--- src/rtl/uart_pkg.sv ---
// rtl/uart_pkg.sv - shared UART constants and FSM state types
package uart_pkg;

  localparam int BAUD_DIV_DEFAULT = 2604;
  localparam int FRAME_BITS       = 10;

  typedef enum logic {
    TX_IDLE         = 1'b0,
    TX_TRANSMITTING = 1'b1
  } tx_state_e;

  typedef enum logic {
    RX_IDLE      = 1'b0,
    RX_RECEIVING = 1'b1
  } rx_state_e;

endpackage

--- src/rtl/uart_rx.sv ---
// rtl/uart_rx.sv - 8N1 serial receiver with two-flop input synchronizer
module uart_rx
  import uart_pkg::*;
#(
  parameter int BAUD_DIV = BAUD_DIV_DEFAULT
) (
  input  logic       clk,
  input  logic       rst_n,
  input  logic       RX,
  input  logic       clr_rdy,
  output logic [7:0] rx_data,
  output logic       rdy
);

  localparam int CW   = $clog2(BAUD_DIV);
  localparam int HALF = BAUD_DIV / 2;

  rx_state_e     state_q, state_d;
  logic          rx_meta_q, rx_sync_q;
  logic [CW-1:0] cnt_q, cnt_d;
  logic [3:0]    bit_q, bit_d;
  logic [8:0]    shift_q, shift_d;
  logic [7:0]    data_q, data_d;
  logic          rdy_q, rdy_d;
  logic          start, sample, last;

  assign start  = (state_q == RX_IDLE) && !rx_sync_q;
  assign sample = (state_q == RX_RECEIVING) && (cnt_q == '0);
  assign last   = sample && (bit_q == 4'(FRAME_BITS - 1));

  always_ff @(posedge clk or negedge rst_n) begin
    if (!rst_n) begin
      rx_meta_q <= 1'b1;
      rx_sync_q <= 1'b1;
    end else begin
      rx_meta_q <= RX;
      rx_sync_q <= rx_meta_q;
    end
  end

  always_ff @(posedge clk or negedge rst_n) begin
    if (!rst_n) begin
      state_q <= RX_IDLE;
    end else begin
      state_q <= state_d;
    end
  end

  always_comb begin
    state_d = state_q;
    case (state_q)
      RX_IDLE:      if (!rx_sync_q) state_d = RX_RECEIVING;
      RX_RECEIVING: if (last) state_d = RX_IDLE;
      default:      state_d = RX_IDLE;
    endcase
  end

  always_comb begin
    rx_data = data_q;
    rdy     = rdy_q;
  end

  // Counter is a down-counter: half a period to mid start bit, then full periods.
  always_comb begin
    cnt_d   = cnt_q;
    bit_d   = bit_q;
    shift_d = shift_q;
    data_d  = data_q;
    if (start) begin
      cnt_d = CW'(HALF - 1);
      bit_d = '0;
    end else if (sample) begin
      cnt_d   = CW'(BAUD_DIV - 1);
      bit_d   = bit_q + 4'd1;
      shift_d = {rx_sync_q, shift_q[8:1]};
      if (last) data_d = shift_q[8:1];
    end else if (state_q == RX_RECEIVING) begin
      cnt_d = cnt_q - CW'(1);
    end
  end

  // A completing frame beats a simultaneous clr_rdy.
  always_comb begin
    rdy_d = rdy_q;
    if (clr_rdy || start) rdy_d = 1'b0;
    if (last) rdy_d = 1'b1;
  end

  always_ff @(posedge clk or negedge rst_n) begin
    if (!rst_n) begin
      cnt_q   <= '0;
      bit_q   <= '0;
      shift_q <= '0;
      data_q  <= '0;
      rdy_q   <= 1'b0;
    end else begin
      cnt_q   <= cnt_d;
      bit_q   <= bit_d;
      shift_q <= shift_d;
      data_q  <= data_d;
      rdy_q   <= rdy_d;
    end
  end

endmodule

--- src/rtl/uart_tx.sv ---
// rtl/uart_tx.sv - 8N1 serial transmitter
module uart_tx
  import uart_pkg::*;
#(
  parameter int BAUD_DIV = BAUD_DIV_DEFAULT
) (
  input  logic       clk,
  input  logic       rst_n,
  input  logic       trmt,
  input  logic [7:0] tx_data,
  output logic       TX,
  output logic       tx_done
);

  localparam int CW = $clog2(BAUD_DIV);

  tx_state_e     state_q, state_d;
  logic [CW-1:0] baud_q, baud_d;
  logic [3:0]    bit_q, bit_d;
  logic [8:0]    shift_q, shift_d;
  logic          done_q, done_d;
  logic          baud_end;
  logic          last_bit;

  assign baud_end = (baud_q == CW'(BAUD_DIV - 1));
  assign last_bit = baud_end && (bit_q == 4'(FRAME_BITS - 1));

  always_ff @(posedge clk or negedge rst_n) begin
    if (!rst_n) begin
      state_q <= TX_IDLE;
    end else begin
      state_q <= state_d;
    end
  end

  always_comb begin
    state_d = state_q;
    case (state_q)
      TX_IDLE:         if (trmt) state_d = TX_TRANSMITTING;
      TX_TRANSMITTING: if (last_bit) state_d = TX_IDLE;
      default:         state_d = TX_IDLE;
    endcase
  end

  always_comb begin
    TX      = 1'b1;
    tx_done = done_q;
    if (state_q == TX_TRANSMITTING) TX = shift_q[0];
  end

  // Start bit sits in the LSB; ones shifted in from the top become the stop bit.
  always_comb begin
    baud_d  = baud_q;
    bit_d   = bit_q;
    shift_d = shift_q;
    done_d  = done_q;
    case (state_q)
      TX_IDLE: begin
        if (trmt) begin
          shift_d = {tx_data, 1'b0};
          baud_d  = '0;
          bit_d   = '0;
          done_d  = 1'b0;
        end
      end
      TX_TRANSMITTING: begin
        if (baud_end) begin
          baud_d  = '0;
          shift_d = {1'b1, shift_q[8:1]};
          bit_d   = bit_q + 4'd1;
          if (last_bit) done_d = 1'b1;
        end else begin
          baud_d = baud_q + CW'(1);
        end
      end
      default: ;
    endcase
  end

  always_ff @(posedge clk or negedge rst_n) begin
    if (!rst_n) begin
      baud_q  <= '0;
      bit_q   <= '0;
      shift_q <= '0;
      done_q  <= 1'b0;
    end else begin
      baud_q  <= baud_d;
      bit_q   <= bit_d;
      shift_q <= shift_d;
      done_q  <= done_d;
    end
  end

endmodule

--- src/rtl/uart.sv ---
// rtl/uart.sv - UART top: independent transmitter and receiver
module uart
  import uart_pkg::*;
#(
  parameter int BAUD_DIV = BAUD_DIV_DEFAULT
) (
  input  logic       clk,
  input  logic       rst_n,
  input  logic       trmt,
  input  logic [7:0] tx_data,
  output logic       TX,
  output logic       tx_done,
  input  logic       RX,
  input  logic       clr_rdy,
  output logic [7:0] rx_data,
  output logic       rdy
);

  uart_tx #(.BAUD_DIV(BAUD_DIV)) u_tx (
    .clk     (clk),
    .rst_n   (rst_n),
    .trmt    (trmt),
    .tx_data (tx_data),
    .TX      (TX),
    .tx_done (tx_done)
  );

  uart_rx #(.BAUD_DIV(BAUD_DIV)) u_rx (
    .clk     (clk),
    .rst_n   (rst_n),
    .RX      (RX),
    .clr_rdy (clr_rdy),
    .rx_data (rx_data),
    .rdy     (rdy)
  );

endmodule

--- config.mk ---
export PLATFORM = sky130hd
export DESIGN_NAME = uart
export DESIGN_NICKNAME = d
export VERILOG_FILES = /design/src/rtl/uart_pkg.sv /design/src/rtl/uart_rx.sv /design/src/rtl/uart_tx.sv /design/src/rtl/uart.sv
export SDC_FILE = /design/constraint.sdc
export NUM_CORES = 1
export LEC_CHECK = 0
export CAP_MARGIN = 0
export CORE_ASPECT_RATIO = 1.4
export CORE_MARGIN = 2
export CORE_UTILIZATION = 65
export CTS_CLUSTER_SIZE = 16
export DETAILED_ROUTE_END_ITERATION = 10
export DONT_BUFFER_PORTS = 1
export GPL_TIMING_DRIVEN = 0
export HOLD_SLACK_MARGIN = 0.15
export PLACE_DENSITY = 0.87
export SLEW_MARGIN = 20
export SYNTH_ARGS = -nofsm -noshare
export SYNTH_HDL_FRONTEND = slang
export SYNTH_SLANG_ARGS = --single-unit
export TNS_END_PERCENT = 50
--- constraint.sdc ---
create_clock -name clk -period 4.7 [get_ports clk]
set_clock_uncertainty 0.1 [all_clocks]
set_input_delay 0.94 -clock clk [delete_from_list [all_inputs] [get_ports clk]]
set_output_delay 0.94 -clock clk [all_outputs]
set_load 0.01 [all_outputs]
==> summary.md <==
| Metric | Value |
|---|---|
| Switching Fraction | 24.93% |
| Number of CTS-inserted buffers | 9 |
| Post-route setup slack | 2272 ps |
| Mapped Cells | 286 |
| Clock share of power | 40.2% |
| Htree depth | 3 |
| Post-Syn Area | 3038 µm² |
| Iter 0 DRT Violations | 189 |
| Post-CTS resize count | 0 |
| Fmax | 411.9 MHz |
| Initial antenna violation count | 0 |
| Pre-antenna DRT Iters | 6 |
| GRT overflow | 0 |
| PD cells | 370.0 nW/µm² |
| Initial Utilization | 67.52% |
| First-pass GRT wire length | 10290 µm |
| Net Sw Power | 306.8 µW |
| Worst Setup SP | u_rx.cnt_q[2] |
| Netlist cell types | 51 |
| Clock sinks | 63 |
| Number of synthesis warnings | 0 |
| EDFF count, synth | 0 |
| Clock Tree Buf Depth | 2 |
| Remaining DRCs | 0 |
| Critical Path Sink Type | register |
| FF+latch count, synth | 63 |
| Crit start category | register |
| Clk_lat worst skew | 340 ps |
| Main synth FF type | dfrtp_1 |
| Setup Total Neg Slack | 0 ps |
| Final setup vio count | 0 |
| Final Slew Violations | 0 |
| CTS tree | built |
| Setup CP Type | register to register |
| Row count | 29 |
| Critical Path AT | 2540 ps |
| Avg Cell Area, Syn | 10.62 µm² |
| Worst Max-Slew Pin Slew | 904.0 ps |
| Peak VDD IR | 0.0002734 V |
| FF-to-FF setup slack | 2270 ps |
| Layout area overhead | 9.473% |
| Tcrit/Tclk final | 51.66% |
| Clk Tree Root Cell | clkbuf_8 |
| Power share of the combinational group | 7.7% |
| Die area | 5245 µm² |
| Worst R2R Start | u_rx.cnt_q[2] |
| Vias in the first global route | 2291 |
| Die X-Extent | 61.78 µm |
| Mapped Nets | 306 |
| Die Height | 84.89 µm |
| GR Util All Layers | 26.34% |
| Slew margin rel. | 39.08% |
| RSZ-0062 raised after global routing | false |
| Ports | 24 |
| Max-cap violations | 0 |
| Post-CTS setup buffers | 0 |
| Via count | 2304 |
| Sequential area share after synthesis | 51.98% |
| Net count, final | 317 |
| Hold Vio Cnt, Final | 0 |
| Async SR Flop Fraction | 100.0% |
| Reg power frac | 52.1% |
| Routability cong. | 0.9110 |
| Minimum clock period | 2428 ps |
| Run status | complete, no violations |
| Clock Pin Slew Worst Setup and Hold Paths | 70 ps |
| Critical Path RT | 4820 ps |
| Port bufs | 0 |
| LEAKAGE | 1.457 nW |
| Antenna violation net count after detailed routing | 0 |
| Drt wl/cell | 16.31 µm |
| Via density | 6.330 |
| Core area | 4499 µm² |
| Routed Wire Length | 5936 µm |
| Post-place setup slack | 2305 ps |
| Largest net degree at the start of global routing | 64 |
| CP Max Fanout | 10 |
| Antenna diodes | 0 |
| Final core utilization | 73.92% |
| HPWL after DPL | 3783 µm |
| Share of layout cells above drive strength 1 | 15.89% |
| Hold Crit Class | input port to asynchronous set/reset pin |
| Pint | 923.8 µW |
| Cts hold-fix bufs | 0 |
## metrics by stage
step	cell area (µm²)	total power, mW	cells	hold WS [ps]
after floorplan	3038	0.7147	286	245.2
after global placement	3115	0.7335	348	246.0
after detailed placement	3115	0.7406	348	249.0
after CTS	3326	1.238	364	173.8
after global routing	3326	1.284	364	167.1
final	3326	1.231	364	192.0
## state kept, by name, indices dropped and copies added, names as in the netlist, 4 cells and up
register and count:
u_rx.bit_q 4, u_rx.cnt_q 12, u_rx.rx_data 8, u_rx.shift_q 8
u_tx.baud_q 12, u_tx.bit_q 4, u_tx.shift_q 9
## power by group through the flow
stage	logic, mW	clock network [mW]	registers, mW
after CTS	0.0947	0.504	0.639
after floorplan	0.0801	0	0.635
after detailed placement	0.0935	0	0.647
after global placement	0.0878	0	0.646
after global routing	0.112	0.525	0.647
final	0.0945	0.495	0.641
## layout by cell type (no fill, tap or decap), drive strengths merged, types with 4 or more instances in the layout
cell type	Yosys	layout
inv	11	11
nor4	5	5
nor2	19	19
or4	8	8
nand2	23	23
a21oi	13	13
nand2b	12	12
dfrtp	61	61
nor3	8	8
ha	7	7
mux2	18	18
a31oi	5	5
nand3	15	15
o21ai	19	19
o221a	7	7
clkbuf	6	20
or3	4	4
## per-layer routing
layer	global-route usage, %	share of wire [%]	vias up
met2	38.28	50	75
met3	6.402	4.4	14
met5	0	0	-
met1	36.36	43	1141
li1	-	-	1074
met4	13.35	2.1	0
## final cells by class
cell class | count | area [µm²]
tap | 62 | 77.57
multi-input combinational | 203 | 1374
sequential | 63 | 1579
clock buffer | 14 | 172.7
clock inverter | 2 | 37.54
fill | 320 | 1174
inverter | 11 | 41.29
buffer | 9 | 43.79
## critical path, stage by stage, from the launching register on
cell and delay, ps:
dfrtp_1 450, or4_1 480, buf_2 180, or4_4 540
buf_2 210, mux2_1 340
## Yosys cell counts (3+ instances only)
| master | instances | area share (%) |
|---|---|---|
| a21oi_1 | 13 | 2.1 |
| a31oi_1 | 5 | 1.0 |
| and2_1 | 3 | 0.62 |
| clkbuf_1 | 6 | 0.74 |
| dfrtp_1 | 61 | 50 |
| ha_1 | 7 | 2.9 |
| inv_1 | 11 | 1.4 |
| mux2_1 | 6 | 2.2 |
| mux2_2 | 12 | 4.4 |
| nand2_1 | 23 | 2.8 |
| nand2b_1 | 12 | 2.5 |
| nand3_1 | 14 | 2.3 |
| nor2_1 | 19 | 2.3 |
| nor3_1 | 8 | 1.3 |
| nor4_1 | 4 | 0.82 |
| o21ai_0 | 19 | 3.1 |
| o221a_2 | 7 | 2.6 |
| or3_1 | 4 | 0.82 |
| or4_1 | 6 | 1.5 |
## worst paths after layout
path | endpoint | depth (start not counted)
max in group asynchronous | u_rx.rx_sync_q | 0
worst max-delay path | u_rx.shift_q[7] | 5
min in group clk | u_rx.rx_sync_q | 0
worst min register to register | u_rx.rx_sync_q | 0
worst min-delay path | u_rx.rx_data[0] | 0
worst max register to register | u_rx.shift_q[7] | 5
## logic make-up (layout without fill, tap and decap cells)
| kind of cell | Yosys count | in the layout | synth area share, % |
|---|---|---|---|
| xor+xnor | 2 | 2 | 0.5767 |
| mux | 20 | 20 | 7.331 |
| fa+ha+maj | 7 | 7 | 2.883 |
| simple gates | 111 | 111 | 20.06 |
| compound gates | 63 | 63 | 14.37 |
| buf+inv | 20 | 36 | 2.801 |
| flops | 63 | 63 | 51.98 |
(Power assumes the default switching activity.)
